**src/rtl/jk_pkg.sv**
```systemverilog
// jk_pkg: shared types and helpers for the JK excitation driver.
//   state_t   : controller states (IDLE, RUN, DRAIN, HALT)
//   jk_excite : JK excitation table, one bit, returns {j, k}
//   ERR_CNT_W : width of the saturating failure counter
package jk_pkg;

   localparam int ERR_CNT_W = 8;

   typedef enum logic [1:0] {
      IDLE  = 2'b00,
      RUN   = 2'b01,
      DRAIN = 2'b10,
      HALT  = 2'b11
   } state_t;

   // Excitation for one flop going from current state m to target t.
   // dc is driven on whichever input the table leaves unconstrained.
   function automatic logic [1:0] jk_excite(input logic m, input logic t, input logic dc);
      logic [1:0] jk_s;
      case ({m, t})
         2'b00:   jk_s = {1'b0, dc};
         2'b01:   jk_s = {1'b1, dc};
         2'b10:   jk_s = {dc, 1'b1};
         2'b11:   jk_s = {dc, 1'b0};
         default: jk_s = 2'b00;
      endcase
      return jk_s;
   endfunction

endpackage

```
**src/rtl/sync_fifo.sv**
```systemverilog
// sync_fifo: single-clock FIFO holding target vectors.
//   clk, rst_n : clock, asynchronous active-low reset (storage cleared)
//   push, push_data : write request and data (ignored when full)
//   pop, pop_data   : read request (ignored when empty); pop_data shows the head
//   full, empty     : status, derived from pointers with an extra wrap bit
module sync_fifo #(
   parameter int WIDTH = 4,
   parameter int DEPTH = 4
) (
   input  logic             clk,
   input  logic             rst_n,
   input  logic             push,
   input  logic [WIDTH-1:0] push_data,
   input  logic             pop,
   output logic [WIDTH-1:0] pop_data,
   output logic             full,
   output logic             empty
);

   localparam int AW = (DEPTH > 1) ? $clog2(DEPTH) : 1;

   logic [WIDTH-1:0] mem_r [DEPTH];
   logic [AW:0]      wr_ptr_r;
   logic [AW:0]      rd_ptr_r;

   // Wrap bits differ with equal indices: writer is a full lap ahead.
   assign full     = (wr_ptr_r[AW] != rd_ptr_r[AW]) &&
                     (wr_ptr_r[AW-1:0] == rd_ptr_r[AW-1:0]);
   assign empty    = (wr_ptr_r == rd_ptr_r);
   assign pop_data = mem_r[rd_ptr_r[AW-1:0]];

   // Storage and pointer update
   always_ff @(posedge clk or negedge rst_n) begin
      if (!rst_n) begin
         for (int i = 0; i < DEPTH; i++) begin
            mem_r[i] <= '0;
         end
         wr_ptr_r <= '0;
         rd_ptr_r <= '0;
      end else begin
         if (push && !full) begin
            mem_r[wr_ptr_r[AW-1:0]] <= push_data;
            wr_ptr_r                <= wr_ptr_r + (AW+1)'(1);
         end
         if (pop && !empty) begin
            rd_ptr_r <= rd_ptr_r + (AW+1)'(1);
         end
      end
   end

endmodule

```
**src/rtl/jk_excitation_driver.sv**
```systemverilog
// jk_excitation_driver: turns a stream of target vectors into registered J/K
// drives for a JK flop bank and checks the bank's feedback two edges later.
//   clk, rst_n      : clock shared with the bank, asynchronous active-low reset
//   tgt_valid/data  : target vector offered; accepted when tgt_ready is high
//   tgt_ready       : FIFO not full
//   q_fb            : q outputs of the JK bank
//   j, k            : registered drives (zero in any cycle without a pop)
//   busy, halted    : RUN/DRAIN, HALT state indicators
//   mismatch        : one-cycle pulse on a failed compare
//   mismatch_mask   : differing bits of the most recent failure
//   err_count       : saturating failure count
module jk_excitation_driver
   import jk_pkg::*;
#(
   parameter int   WIDTH       = 4,
   parameter int   DEPTH       = 4,
   parameter logic DC_VAL      = 1'b0,
   parameter logic STOP_ON_ERR = 1'b1
) (
   input  logic                 clk,
   input  logic                 rst_n,
   input  logic                 tgt_valid,
   input  logic [WIDTH-1:0]     tgt_data,
   output logic                 tgt_ready,
   input  logic [WIDTH-1:0]     q_fb,
   output logic [WIDTH-1:0]     j,
   output logic [WIDTH-1:0]     k,
   output logic                 busy,
   output logic                 halted,
   output logic                 mismatch,
   output logic [WIDTH-1:0]     mismatch_mask,
   output logic [ERR_CNT_W-1:0] err_count
);

   state_t               state_r;
   state_t               state_nxt_s;
   logic                 full_s;
   logic                 empty_s;
   logic [WIDTH-1:0]     head_s;
   logic                 push_s;
   logic                 pop_s;
   logic [WIDTH-1:0]     exc_j_s;
   logic [WIDTH-1:0]     exc_k_s;
   logic [WIDTH-1:0]     q_model_r;
   logic [WIDTH-1:0]     j_r;
   logic [WIDTH-1:0]     k_r;
   logic                 v0_r;
   logic                 v1_r;
   logic [WIDTH-1:0]     exp0_r;
   logic [WIDTH-1:0]     exp1_r;
   logic                 pending_s;
   logic                 cmp_fail_s;
   logic                 mismatch_r;
   logic [WIDTH-1:0]     mask_r;
   logic [ERR_CNT_W-1:0] err_cnt_r;

   assign tgt_ready = !full_s;
   assign push_s    = tgt_valid && !full_s;
   assign pop_s     = (state_r == RUN) && !empty_s;
   assign pending_s = v0_r || v1_r;
   // Stage 1 holds the value the bank should show after its update edge.
   assign cmp_fail_s = v1_r && (q_fb != exp1_r);

   sync_fifo #(
      .WIDTH (WIDTH),
      .DEPTH (DEPTH)
   ) u_fifo (
      .clk       (clk),
      .rst_n     (rst_n),
      .push      (push_s),
      .push_data (tgt_data),
      .pop       (pop_s),
      .pop_data  (head_s),
      .full      (full_s),
      .empty     (empty_s)
   );

   // Per-bit excitation from the modelled flop state to the FIFO head
   always_comb begin
      exc_j_s = '0;
      exc_k_s = '0;
      for (int i = 0; i < WIDTH; i++) begin
         {exc_j_s[i], exc_k_s[i]} = jk_excite(q_model_r[i], head_s[i], DC_VAL);
      end
   end

   // Controller next-state logic
   always_comb begin
      state_nxt_s = state_r;
      case (state_r)
         IDLE: begin
            if (!empty_s) begin
               state_nxt_s = RUN;
            end else begin
               state_nxt_s = IDLE;
            end
         end
         RUN: begin
            if (cmp_fail_s && STOP_ON_ERR) begin
               state_nxt_s = HALT;
            end else if (!empty_s || push_s) begin
               state_nxt_s = RUN;
            end else if (pending_s) begin
               state_nxt_s = DRAIN;
            end else begin
               state_nxt_s = IDLE;
            end
         end
         DRAIN: begin
            if (cmp_fail_s && STOP_ON_ERR) begin
               state_nxt_s = HALT;
            end else if (push_s || !empty_s) begin
               state_nxt_s = RUN;
            end else if (!pending_s) begin
               state_nxt_s = IDLE;
            end else begin
               state_nxt_s = DRAIN;
            end
         end
         HALT: begin
            state_nxt_s = HALT;
         end
         default: begin
            state_nxt_s = IDLE;
         end
      endcase
   end

   // State register
   always_ff @(posedge clk or negedge rst_n) begin
      if (!rst_n) begin
         state_r <= IDLE;
      end else begin
         state_r <= state_nxt_s;
      end
   end

   // Drive registers and flop-state model; drives fall to zero without a pop
   always_ff @(posedge clk or negedge rst_n) begin
      if (!rst_n) begin
         j_r       <= '0;
         k_r       <= '0;
         q_model_r <= '0;
      end else if (pop_s) begin
         j_r       <= exc_j_s;
         k_r       <= exc_k_s;
         q_model_r <= head_s;
      end else begin
         j_r <= '0;
         k_r <= '0;
      end
   end

   // Two-stage expected-value pipeline aligned with the bank update
   always_ff @(posedge clk or negedge rst_n) begin
      if (!rst_n) begin
         v0_r   <= 1'b0;
         v1_r   <= 1'b0;
         exp0_r <= '0;
         exp1_r <= '0;
      end else begin
         v0_r <= pop_s;
         v1_r <= v0_r;
         if (pop_s) begin
            exp0_r <= head_s;
         end
         exp1_r <= exp0_r;
      end
   end

   // Failure reporting: pulse, sticky mask, saturating count
   always_ff @(posedge clk or negedge rst_n) begin
      if (!rst_n) begin
         mismatch_r <= 1'b0;
         mask_r     <= '0;
         err_cnt_r  <= '0;
      end else begin
         mismatch_r <= cmp_fail_s;
         if (cmp_fail_s) begin
            mask_r <= q_fb ^ exp1_r;
            if (err_cnt_r != {ERR_CNT_W{1'b1}}) begin
               err_cnt_r <= err_cnt_r + ERR_CNT_W'(1);
            end
         end
      end
   end

   assign j             = j_r;
   assign k             = k_r;
   assign busy          = (state_r == RUN) || (state_r == DRAIN);
   assign halted        = (state_r == HALT);
   assign mismatch      = mismatch_r;
   assign mismatch_mask = mask_r;
   assign err_count     = err_cnt_r;

endmodule

```
**config.mk**
```make
export PLATFORM = sky130hd
export DESIGN_NAME = jk_excitation_driver
export DESIGN_NICKNAME = d
export VERILOG_FILES = /design/src/rtl/jk_pkg.sv /design/src/rtl/sync_fifo.sv /design/src/rtl/jk_excitation_driver.sv
export SDC_FILE = /design/constraint.sdc
export NUM_CORES = 1
export LEC_CHECK = 0
export CORE_MARGIN = 8
export CORE_UTILIZATION = 48
export CTS_CLUSTER_DIAMETER = 30
export DETAILED_ROUTE_END_ITERATION = 7
export GPL_TIMING_DRIVEN = 0
export PLACE_DENSITY = 0.75
export SYNTH_ARGS = -nofsm -noshare
export SYNTH_HDL_FRONTEND = slang
export SYNTH_SLANG_ARGS = --single-unit
```
**constraint.sdc**
```tcl
create_clock -name clk -period 1.73 [get_ports clk]
set_input_delay 0.173 -clock clk [delete_from_list [all_inputs] [get_ports clk]]
set_output_delay 0.173 -clock clk [all_outputs]
set_load 0.05 [all_outputs]
```
==> flow_summary.yaml <==
setup_path:
  critPathMaxStageDelay_ps: 810
  cp_cell_sequence: "clkdlybuf4s50_1"
  end_kind: "primary output"
  critPathKind: "flop to primary output"
  critPathTopFamily: "buffers and inverters"
  worstPathBufferInverterCount: 1
  cp_slowest_cell: "clkdlybuf4s50_1"
  critPathLaunchType: "flop"
  crit_fanout: 4
  worstPathArrival_ps: 1520
  crit_required_ps: 1560
timing:
  setup_viol: 0
  max_freq_ghz: 0.591
  slew_violations: 0
  finClkSkew_ps: 4.43
  finalWorstSetupSlack_ps: 39.3
  hold_viol_final: 0
  worst_slew_pin_slew_ps: 601
  period_needed_ps: 1690
  setup-tns-final_ps: 0
  post-route-period-util_pct: 97.7
  slew_headroom_pct: 59.9
detailed_routing:
  dr.pass1.iters: 4
  dr_total_vias: 1427
  drtIter0Drc: 36
  wl_per_cell_um: 14.1
  ant_nets: 0
  post-route-drc-count: 0
  vias_per_cell: 4.89
  wl_um: 4110
global_routing:
  antenna_found_initial: 0
  grt_first_pass_wirelength_um: 6940
  use_met1_pct: 13.7
  grt_pass1_vias: 1462
  use_met2_pct: 19.6
  grtUsageTotal_pct: 11.8
  grt_overflow_total: 0
  top_usage_layer: "met2"
  grtUsageMet3_pct: 4.06
  grt_max_degree: 31
synth:
  yosys.area_share.simple_pct: 10.0
  ys_warn_count: 0
  synth_top_area_share_pct: 56.5
  synth_ff_type: "dfrtp_1"
  syn_area_mm2: 0.00243
  synth_xor_area_share_pct: 7.40
  synth_top_family_by_area: "multiplexers"
  syn_nets: 192
  synth_mux_area_share_pct: 15.3
  synth_area_leaders: "dfrtp_1 (57%), mux2_2 (6.9%), ha_1 (4.6%), xor2_1 (4.3%), nor3b_1 (2.8%)"
  synthArstFlopShare_pct: 100
  synth_edf_count: 0
  ys_types: 34
  synthCells: 172
  synth_seq_cells: 55
  synth_compound_area_share_pct: 3.44
  yosysSeqAreaShare_pct: 56.5
  syn_area_per_cell_um2: 14.2
  synth_largest_area_cell: "dfrtp_1"
  synthAdderAreaFrac_pct: 4.62
pwr:
  intPower_w: 0.00380
  pwr-share-seq_pct: 35.6
  p_comb_share_pct: 53.7
  finalPower_w: 0.00658
  cellLeakagePower_nw: 1.41
  p_sw_share_pct: 42.2
  pwr_density_cell_mw_per_mm2: 2130
  ir_drop_v: 0.00102
  clock_power_share_pct: 10.7
  p_sw_w: 0.00277
placed_design:
  preCtsSetupSlack_ps: -237
  gp_congestion: 0.783
  placed_cell_area_mm2: 0.00289
  port_buffers: 34
  hpwl_um: 3020
layout:
  layout-drive-gt1-share_pct: 28.4
  area_growth_pct: 26.6
  antenna_cells: 0
  layout_common_cells: "dfrtp_1 (48), clkdlybuf4s50_1 (23), mux2_2 (15), nand2_1 (14), xor2_1 (12)"
  finalNetCount: 241
  final_util_pct: 61.5
  stdcell_area_mm2: 0.00308
  final_common_cell: "dfrtp_1"
hold_path:
  min_path_type: "primary input to asynchronous set/reset pin"
floorplan:
  num_io_pins: 35
  die_w_um: 87.2
  start_util_pct: 48.6
  core_area_mm2: 0.00501
  die_h_um: 87.2
  die_area_mm2: 0.00761
  fp-row-count: 26
run:
  drv_cap: 0
clock_tree:
  cts-root-buf: "clkbuf_8"
  cts_tree: "yes"
  numCtsBuffers: 5
  ctsHtreeMaxLevel: 2
  clkSlewWorstSetupHoldPaths_ps: 100
  clockBufferDepth: 2
  clk_latency_ps: 310
  cts_sinks: 55
status:
  status: "finished clean"
[through the flow]
| step | hold slack (ps) | instances |
|---|---|---|
| after detailed placement | 221 | 277 |
| after global placement | 353 | 276 |
| after CTS | 393 | 286 |
| final | 393 | 292 |
| after global routing | 407 | 292 |
| after floorplan | -123 | 172 |
[routing by layer]
layer,part of all wire [%],vias up,wire (um)
met5,0,-,0
met4,1.4,0,57
met3,5.4,5,221
met2,48,26,1990
met1,45,700,1840
li1,-,696,-
[cell families after synthesis]
logic type / Yosys count
muxes: 27
buffers and inverters: 11
AOI/OAI and AO/OA: 9
and+or+nand+nor: 43
xor gates and xnor gates: 18
adders and majority gates: 9
DFF: 55
[state kept, by name, indices dropped and copies added, names as in the netlist]
| register | cells |
|---|---|
| u_fifo.mem_r | 16 |
| err_count | 8 |
| exp0_r | 4 |
| exp1_r | 4 |
| j | 4 |
| k | 4 |
| mismatch_mask | 4 |
| u_fifo.rd_ptr_r | 3 |
| u_fifo.wr_ptr_r | 3 |
| state_r | 2 |
| mismatch | 1 |
| v0_r | 1 |
| v1_r | 1 |
[power by group through the flow]
stage	combinational (W)	sequential, W	clock (W)
floorplan	0.00194	0.00286	0
global placement	0.00325	0.00235	0
detailed placement	0.00331	0.00237	0
CTS	0.00336	0.00235	0.000726
global route	0.00385	0.00243	0.000769
finish	0.00353	0.00234	0.000702
[area by class of cell]
type,count,area [um2]
sequential,55,1390
clock inverter,3,18.8
multi-input combinational,106,1040
fill,403,1930
inverter,8,35.0
clock buffer,5,68.8
tap,70,87.6
timing repair buffer,43,423
buffer,2,22.5
[cells in the mapped netlist, types with 3 or more instances]
cell,count
ha_1,9
dfrtp_1,55
xor2_1,12
nor3_1,3
and2_4,4
xnor2_1,3
buf_6,3
nand2_1,14
mux2_2,15
mux2_4,4
mux2_1,4
nor3b_1,9
nand3_1,4
inv_1,6
[repair_timing]
item | in CTS | in global routing
hold buffers | 1 | 0
setup buffers | 0 | 7
gates resized for setup | 10 | 12
pin swaps | 1 | 5
hold endpoints to repair | 25 | 0
setup endpoints to repair | 15 | 22
gates cloned | 0 | 0
[path summary, 6_finish.rpt]
kind / startpoint / end / slack [ps] / cells after the start
worst max-delay path: err_count[5]$_DFFE_PN0P_ / err_count[5] / 40 / 1
worst min-delay path: rst_n / u_fifo.mem_r[7]$_DFFE_PN0P_ / 390 / 2
worst max register to register: u_fifo.rd_ptr_r[1]$_DFFE_PN0P_ / u_fifo.mem_r[2]$_DFFE_PN0P_ / 70 / 5
worst min register to register: v0_r$_DFF_PN0_ / v1_r$_DFF_PN0_ / 390 / 0
max in group asynchronous: rst_n / err_count[5]$_DFFE_PN0P_ / 760 / 3
min in group clk: v0_r$_DFF_PN0_ / v1_r$_DFF_PN0_ / 390 / 0
Note: power is estimated with default switching activity, not from simulation.
